==> config.mk <==
export PLATFORM = sky130hd
export DESIGN_NAME = adpll_phase_detector
export DESIGN_NICKNAME = d
export VERILOG_FILES = /design/src/rtl/adpll_pkg.sv /design/src/rtl/adpll_phase_detector_edge_sync.sv /design/src/rtl/adpll_phase_detector.sv
export SDC_FILE = /design/constraint.sdc
export NUM_CORES = 1
export LEC_CHECK = 0
export CORE_ASPECT_RATIO = 0.5
export CORE_MARGIN = 5
export CORE_UTILIZATION = 35
export CTS_CLUSTER_DIAMETER = 60
export CTS_CLUSTER_SIZE = 14
export DETAILED_ROUTE_END_ITERATION = 6
export PLACE_DENSITY = 0.6
export SLEW_MARGIN = 10
export SYNTH_ARGS = -nofsm -noshare
export SYNTH_HDL_FRONTEND = slang
export SYNTH_SLANG_ARGS = --single-unit
==> constraint.sdc <==
create_clock -name gen_clk_i -period 3.8 [get_ports gen_clk_i]
set_input_delay 0.38 -clock gen_clk_i [delete_from_list [all_inputs] [get_ports gen_clk_i]]
set_output_delay 0.38 -clock gen_clk_i [all_outputs]
set_load 0.01 [all_outputs]
==> src/rtl/adpll_pkg.sv <==
// Shared ADPLL definitions: phase-detector FSM encoding, default error width and
// the saturation limit used by the detector and the loop filter.
package adpll_pkg;

  typedef enum logic [1:0] {
    StIdle     = 2'd0,
    StRefFirst = 2'd1,
    StFbFirst  = 2'd2
  } pd_state_e;

  localparam int unsigned ErrorWidth = 8;

  // Largest magnitude representable symmetrically in a signed value of this width.
  function automatic int unsigned max_count(input int unsigned width);
    return (32'd1 << (width - 32'd1)) - 32'd1;
  endfunction

endpackage

==> src/rtl/adpll_phase_detector_edge_sync.sv <==
// Synchronizes an asynchronous clock into gen_clk_i and emits a registered
// one-cycle pulse on each rising edge.
module adpll_phase_detector_edge_sync #(
  parameter int unsigned SYNC_STAGES = 2
) (
  input  logic gen_clk_i,
  input  logic reset_i,
  input  logic async_i,
  output logic rise_o
);

  logic [SYNC_STAGES-1:0] sync_q, sync_d;
  logic                   hist_q, hist_d;
  logic                   rise_q, rise_d;

  always_comb begin
    sync_d = {sync_q[SYNC_STAGES-2:0], async_i};
    hist_d = sync_q[SYNC_STAGES-1];
    rise_d = sync_q[SYNC_STAGES-1] & ~hist_q;
  end

  always_ff @(posedge gen_clk_i or posedge reset_i) begin
    if (reset_i) begin
      sync_q <= '0;
      hist_q <= 1'b0;
      rise_q <= 1'b0;
    end else begin
      sync_q <= sync_d;
      hist_q <= hist_d;
      rise_q <= rise_d;
    end
  end

  assign rise_o = rise_q;

endmodule

==> src/rtl/adpll_phase_detector.sv <==
// Counter-based phase/frequency detector: measures ref/fb rising-edge separation in
// gen_clk_i cycles, publishes a saturated signed error and tracks lock.
module adpll_phase_detector
  import adpll_pkg::*;
#(
  parameter int unsigned ERROR_WIDTH = ErrorWidth,
  parameter int unsigned SYNC_STAGES = 2,
  parameter int unsigned LOCK_TOL    = 2,
  parameter int unsigned LOCK_COUNT  = 16
) (
  input  logic                   gen_clk_i,
  input  logic                   reset_i,
  input  logic                   ref_clk_i,
  input  logic                   fb_clk_i,
  input  logic                   enable_i,
  output logic [ERROR_WIDTH-1:0] error_o,
  output logic                   error_valid_o,
  output logic                   lock_o
);

  localparam int unsigned CntW  = ERROR_WIDTH - 1;
  localparam int unsigned LockW = $clog2(LOCK_COUNT + 1);
  localparam logic [CntW-1:0]  MaxC     = CntW'(max_count(ERROR_WIDTH));
  localparam logic [CntW-1:0]  LockTol  = CntW'(LOCK_TOL);
  localparam logic [LockW-1:0] LockFull = LockW'(LOCK_COUNT);

  logic ref_rise, fb_rise;

  pd_state_e              state_q, state_d;
  logic [CntW-1:0]        count_q, count_d, count_inc;
  logic [ERROR_WIDTH-1:0] error_q, error_d;
  logic                   valid_q, valid_d;
  logic [LockW-1:0]       lock_cnt_q, lock_cnt_d;
  logic                   lock_q, lock_d;
  logic                   pub, pub_neg;
  logic [CntW-1:0]        pub_mag;

  adpll_phase_detector_edge_sync #(
    .SYNC_STAGES(SYNC_STAGES)
  ) u_ref_sync (
    .gen_clk_i(gen_clk_i),
    .reset_i  (reset_i),
    .async_i  (ref_clk_i),
    .rise_o   (ref_rise)
  );

  adpll_phase_detector_edge_sync #(
    .SYNC_STAGES(SYNC_STAGES)
  ) u_fb_sync (
    .gen_clk_i(gen_clk_i),
    .reset_i  (reset_i),
    .async_i  (fb_clk_i),
    .rise_o   (fb_rise)
  );

  always_comb begin
    state_d    = state_q;
    count_d    = count_q;
    error_d    = error_q;
    valid_d    = 1'b0;
    lock_cnt_d = lock_cnt_q;
    lock_d     = lock_q;
    pub        = 1'b0;
    pub_neg    = 1'b0;
    pub_mag    = '0;
    count_inc  = (count_q == MaxC) ? MaxC : count_q + 1'b1;

    unique case (state_q)
      StIdle: begin
        if (ref_rise && fb_rise) begin
          pub = 1'b1;
        end else if (ref_rise) begin
          state_d = StRefFirst;
          count_d = CntW'(1);
        end else if (fb_rise) begin
          state_d = StFbFirst;
          count_d = CntW'(1);
        end
      end
      StRefFirst: begin
        if (ref_rise || fb_rise) begin
          // A lone repeat of the leading edge is a cycle slip: report full scale.
          pub     = 1'b1;
          pub_mag = (ref_rise && !fb_rise) ? MaxC : count_q;
          count_d = CntW'(1);
          if (!ref_rise) begin
            state_d = StIdle;
            count_d = '0;
          end
        end else begin
          count_d = count_inc;
        end
      end
      StFbFirst: begin
        if (ref_rise || fb_rise) begin
          pub     = 1'b1;
          pub_neg = 1'b1;
          pub_mag = (fb_rise && !ref_rise) ? MaxC : count_q;
          count_d = CntW'(1);
          if (!fb_rise) begin
            state_d = StIdle;
            count_d = '0;
          end
        end else begin
          count_d = count_inc;
        end
      end
      default: begin
        state_d = StIdle;
        count_d = '0;
      end
    endcase

    if (pub) begin
      error_d = pub_neg ? (ERROR_WIDTH'(0) - {1'b0, pub_mag}) : {1'b0, pub_mag};
      valid_d = 1'b1;
      if (pub_mag <= LockTol) begin
        lock_cnt_d = (lock_cnt_q == LockFull) ? LockFull : lock_cnt_q + 1'b1;
        lock_d     = (lock_cnt_d == LockFull);
      end else begin
        lock_cnt_d = '0;
        lock_d     = 1'b0;
      end
    end

    if (!enable_i) begin
      state_d    = StIdle;
      count_d    = '0;
      error_d    = '0;
      valid_d    = 1'b0;
      lock_cnt_d = '0;
      lock_d     = 1'b0;
    end
  end

  always_ff @(posedge gen_clk_i or posedge reset_i) begin
    if (reset_i) begin
      state_q    <= StIdle;
      count_q    <= '0;
      error_q    <= '0;
      valid_q    <= 1'b0;
      lock_cnt_q <= '0;
      lock_q     <= 1'b0;
    end else begin
      state_q    <= state_d;
      count_q    <= count_d;
      error_q    <= error_d;
      valid_q    <= valid_d;
      lock_cnt_q <= lock_cnt_d;
      lock_q     <= lock_d;
    end
  end

  assign error_o       = error_q;
  assign error_valid_o = valid_q;
  assign lock_o        = lock_q;

endmodule

; After elaboration in Yosys (flattened, before gate mapping)
; Cells that the tools add are included.
[totals]
wordCells = 82
register_bits = 32
out_inout_bits = 10
input_bits = 5
[classes]
reduce_logical = 10
magnitude_cmp = 1
bitwise = 4
eq_ne = 12
muxes = 40
add_sub_neg = 3
[op_table]
columns = operator, n
row1 = two-way mux 7 bit, 11
row2 = two-way mux 8 bit, 3
row3 = one-hot mux 7 bit (3 select lines), 1
row4 = two-way mux 5 bit, 4
row5 = two-way mux 2 bit, 8
row6 = != test 3 bit (second input constant), 5
row7 = one-hot mux 7 bit (2 select lines), 1
row8 = == test 5 bit (second input constant), 2
row9 = two-way mux 1 bit, 10
row10 = subtractor 1 x 7 -> 8 bit (first input constant), 1
row11 = adder 7 x 1 -> 7 bit (second input constant), 1
row12 = == test 7 bit (second input constant), 1
row13 = less-or-equal comparator 7 x 2 -> 1 bit (second input constant), 1
row14 = one-hot mux 2 bit (3 select lines), 1
row15 = AND reduction 6 bit, 1
row16 = adder 5 x 1 -> 5 bit (second input constant), 1
row17 = != test 4 x 2 -> 1 bit (second input constant), 1
row18 = logical AND 1 bit, 3
row19 = AND 1 bit, 2
row20 = == test 2 x 1 -> 1 bit (second input constant), 1
row21 = == test 2 bit (second input constant), 1
row22 = logical NOT 1 bit, 2
row23 = logical NOT 2 bit, 1
row24 = != test 2 x 1 -> 1 bit (second input constant), 1
row25 = 5 further kinds, 6

; Logic depth before layout (Yosys ltp)
[depth]
depth_word = 9
ltp_mapped = 11
ltp_nobuf = 10

; Hierarchy
; A second synthesis with hierarchy kept.
[unflattened]
hier_cells = 216
area_unflattened_um2 = 2058.2
[by_module_without_submodules]
columns = mod, area_per_inst_um2, cells_each, seq_area_each_um2, instances
row1 = adpll_phase_detector, 1823.0, 204, 600.6, 1
row2 = adpll_phase_detector_edge_sync, 117.6, 6, 100.1, 2

; Worst setup path before layout
; OpenSTA, ideal clock, no wires.
[synth_path]
kind = register to register
start = reg state_q[0]
end = reg lock_cnt_q[3]
t_arrival_ns = 2.528
synth_period_minus_slack_ns = 2.655
setup_time_ns = 0.126
stages_incl_launch_ff = 11
path_slack_ns = 1.145
required_ns = 3.674
n_path_buf = 1
path_cell_list = dfrtp_1 > inv_1 > ha_1 > clkbuf_1 > a22o_1 > a222oi_1 > nor2_1 > ha_1 > o31ai_1 > nor3_4 > a221o_1
[synth_between]
elab_chain_len = 6
word_cells_on_any_way = 11
classes_between = order compare: 1 / eq/ne: 3 / mux: 5 / reduce/logical: 2
[synth_lines]
columns = element, line
row1 = from (decl), adpll_phase_detector.sv:29  ; pd_state_e state_q, state_d;
row2 = from (signal assigned), adpll_phase_detector.sv:138  ; state_q <= StIdle;
row3 = from (signal assigned), adpll_phase_detector.sv:145  ; state_q <= state_d;
row4 = == test 2 bit or == test 2 x 1 -> 1 bit (tied branches), adpll_phase_detector.sv:68  ; unique case (state_q)
row5 = one-hot mux 7 bit (2 select lines), adpll_phase_detector.sv:68
row6 = less-or-equal comparator 7 x 2 -> 1 bit, adpll_phase_detector.sv:117  ; if (pub_mag <= LockTol) begin
row7 = two-way mux 5 bit, adpll_phase_detector.sv:117
row8 = two-way mux 5 bit, adpll_phase_detector.sv:114  ; if (pub) begin
row9 = two-way mux 5 bit, adpll_phase_detector.sv:126  ; if (!enable_i) begin
row10 = to (signal assigned), adpll_phase_detector.sv:149  ; lock_cnt_q <= lock_cnt_d;
row11 = to (decl), adpll_phase_detector.sv:33  ; logic [LockW-1:0] lock_cnt_q, lock_cnt_d;
; Parallel ways exist; a longest one is shown, timed or not. The select of a mux whose other input is x is not followed.
; A chain may end at the register's enable or synchronous reset.

; Final worst setup path
[layout_path]
start = reg state_q[0]
end = reg lock_cnt_q[2]
; Same word-level chain as after synthesis.

==> metrics.cfg <==
[outcome]
status=finished clean

[cts]
htree_levels=2
postCtsHoldBufs=0
clockBufferDepth=2
cts_root_buf=clkbuf_16
cts_tree=done
cts_made_buffers=5
clk_latency_ps=270
cts_setup_buffers=0
clock-sinks=32
cts.clk_slew.worst_paths_ps=50
ctsResizeCount=0

[setup_path]
crit_arrival_ps=3070
end_kind=flip-flop
cp-start-kind=flip-flop
worstSetupPathType=reg2reg
r2r_cells=9
cp_max_fo=8
cp.required_ps=3950

[grt]
grt_pass1_wl_um=7286
grt_pass1_vias=1522
grt_max_degree=33
antenna_found_initial=0
track_usage=0.1261
gr-total-overflow=0

[detailed_routing]
finalWirelength_um=4246
vias=1646
firstDrtPassIters=4
viasPerCell=5.505
drtIter0Drc=109
wl_per_cell_um=14.20
postRouteAntennaNets=0
drc=0

[timing]
hold_violations=0
setup_viol=0
max-slew-margin-rel=0.3330
setup_ws_ps=883.0
worst_pin_slew_ps=998.5
max_freq_mhz=342.8
finalCriticalPeriod_ps=2917
rsz0062_at_grt=false
period_share=0.7676
setup-tns-final_ps=0
hold_slack_ps=348.7
maxSlewViolCount=0
clock_skew_ps=5.565

[place]
dp_hpwl_um=2996
globalplace.congestion=0.7972
io_buffers=14
post_dp_cell_area_sq_mm=0.002143
preCtsSetupSlack_ps=912.6

[synthesis]
synth_fp_nets=227
synth_edf_count=0
synth_cells=213
ys_seq_area_frac=0.4066
syn-cell-area_sq_mm=0.001969
syn_area_per_cell_sq_um=9.246
async_flop_share=1.000
synth-seq-cells=32
ys_types=45
ys.flop_type=dfrtp_1
ys.warnings.count=0

[hold_path]
min_path_cells=0
hp-class=reg2reg

[cells_and_area]
area_growth_pct=16.39
antenna_cells=0
final_area_sq_mm=0.002292
drive_above_1_share=0.07522
finish.utilization=0.4192
final_nets=239

[floorplanning]
row_count=19
start_util=0.3602
fp.dieArea_sq_mm=0.007318
die_x_um=116.1
core_area_sq_mm=0.005468
pin_count=15
die_y_um=63.04

[power_and_ir_drop]
power_density_mw_per_mm2=380.1
p_leak_nw=0.9139
ir_drop_uv=179.4

[run]
cap_violations=0

-- worst paths after layout --
check | startpoint | end | slack (ps)
min | u_fb_sync.sync_q[0] | u_fb_sync.sync_q[1] | 350
max | state_q[0] | lock_cnt_q[2] | 880
max reg2reg | state_q[0] | lock_cnt_q[2] | 880
max in group asynchronous | reset_i | u_ref_sync.sync_q[1] | 3000
min in group asynchronous | reset_i | lock_o | 500
min reg2reg | u_fb_sync.sync_q[0] | u_fb_sync.sync_q[1] | 350
-- power by group --
| part | switching, mW | internal, mW | total [mW] |
|---|---|---|---|
| combinational | 0.0640 | 0.0391 | 0.103 |
| clock | 0.142 | 0.258 | 0.399 |
| sequential | 0.0165 | 0.352 | 0.369 |
| total | 0.222 | 0.649 | 0.871 |
-- state kept, by name (all words and copies together) (netlist names) --
signal / cells
u_ref_sync.rise_o: 1
error_valid_o: 1
error_o: 8
state_q: 2
count_q: 7
lock_o: 1
u_fb_sync.rise_o: 1
u_ref_sync.hist_q: 1
lock_cnt_q: 5
u_ref_sync.sync_q: 2
u_fb_sync.sync_q: 2
u_fb_sync.hist_q: 1
-- metal layers --
layer	part of all wire	vias to the layer above	track usage
met1	0.47	800	0.1681
met3	0.042	9	0.03868
met5	0	-	0
met2	0.47	28	0.1905
li1	-	809	-
met4	0.017	0	0.04920
-- cell usage after synthesis (all sizes together), types with 2 or more instances --
cell type  instances  area share
a21oi             13       0.033
a221o              3       0.015
a22o               4       0.018
a22oi              2      0.0076
a2bb2oi            2      0.0089
a31oi              3       0.013
a41oi              2      0.0089
buf                5       0.025
clkbuf             6       0.011
dfrtp             32        0.41
ha                 9       0.057
inv               12       0.023
mux2i              9       0.046
nand2             22       0.042
nand2b             4       0.013
nand3             11       0.028
nor2              11       0.021
nor2b              7       0.024
nor3               7       0.024
nor4               3      0.0095
o21ai             14       0.036
o22a               3       0.013
o22ai              5       0.016
o31ai              4       0.015
or3                3      0.0095
or4                2      0.0095
xnor2              3       0.013
-- cell usage in the layout, fill, tap and decap left out, types with 2 or more instances in the layout --
cell type	count
a22o_1	4
nand2_1	22
o22ai_1	5
a22oi_1	2
ha_1	9
nor2b_1	6
o22a_1	3
a21oi_1	13
clkinv_2	2
mux2i_1	9
nand3_1	11
nor2_1	11
nand2b_1	4
nor4_1	3
o31ai_1	4
a31oi_1	2
or3_1	3
xnor2_1	3
buf_4	2
clkdlybuf4s50_1	14
a41oi_1	2
a2bb2oi_1	2
dfrtp_1	32
nor3_1	6
a221o_1	3
inv_1	11
o21ai_0	14
clkbuf_16	5
-- cells by family after synthesis --
| logic type | share of synthesized area |
|---|---|
| mux | 0.04575 |
| buf+inv | 0.05971 |
| simple gates | 0.1970 |
| xor+xnor | 0.01334 |
| flops | 0.4066 |
| compound gates | 0.2205 |
| fa+ha+maj | 0.05718 |
-- area by class of cell --
| cell class | count | area (sq um) |
|---|---|---|
| Tap cell | 73 | 91.34 |
| Multi-Input combinational cell | 158 | 1051 |
| Fill cell | 549 | 3176 |
| Inverter | 12 | 45.04 |
| Sequential cell | 32 | 800.8 |
| Clock inverter | 2 | 10.01 |
| Clock buffer | 6 | 138.9 |
| Timing Repair Buffer | 16 | 155.1 |
-- per-stage QoR --
| stage | power (mW) | instances |
|---|---|---|
| CTS | 0.8778 | 299 |
| global placement | 0.4737 | 291 |
| floorplan | 0.4522 | 213 |
| detailed placement | 0.4768 | 291 |
| finish | 0.8712 | 299 |
| global route | 0.9152 | 299 |
-- worst max-delay path, cell delays in order, from the launching register on --
cell and delay, ps:
dfrtp_1 410, inv_1 90, ha_1 290, a22o_1 290, a222oi_1 410, nor2_1 140
ha_1 230, o31ai_1 520, nor3_4 110, a221o_1 320
Note: power is estimated with default switching activity, not from simulation.
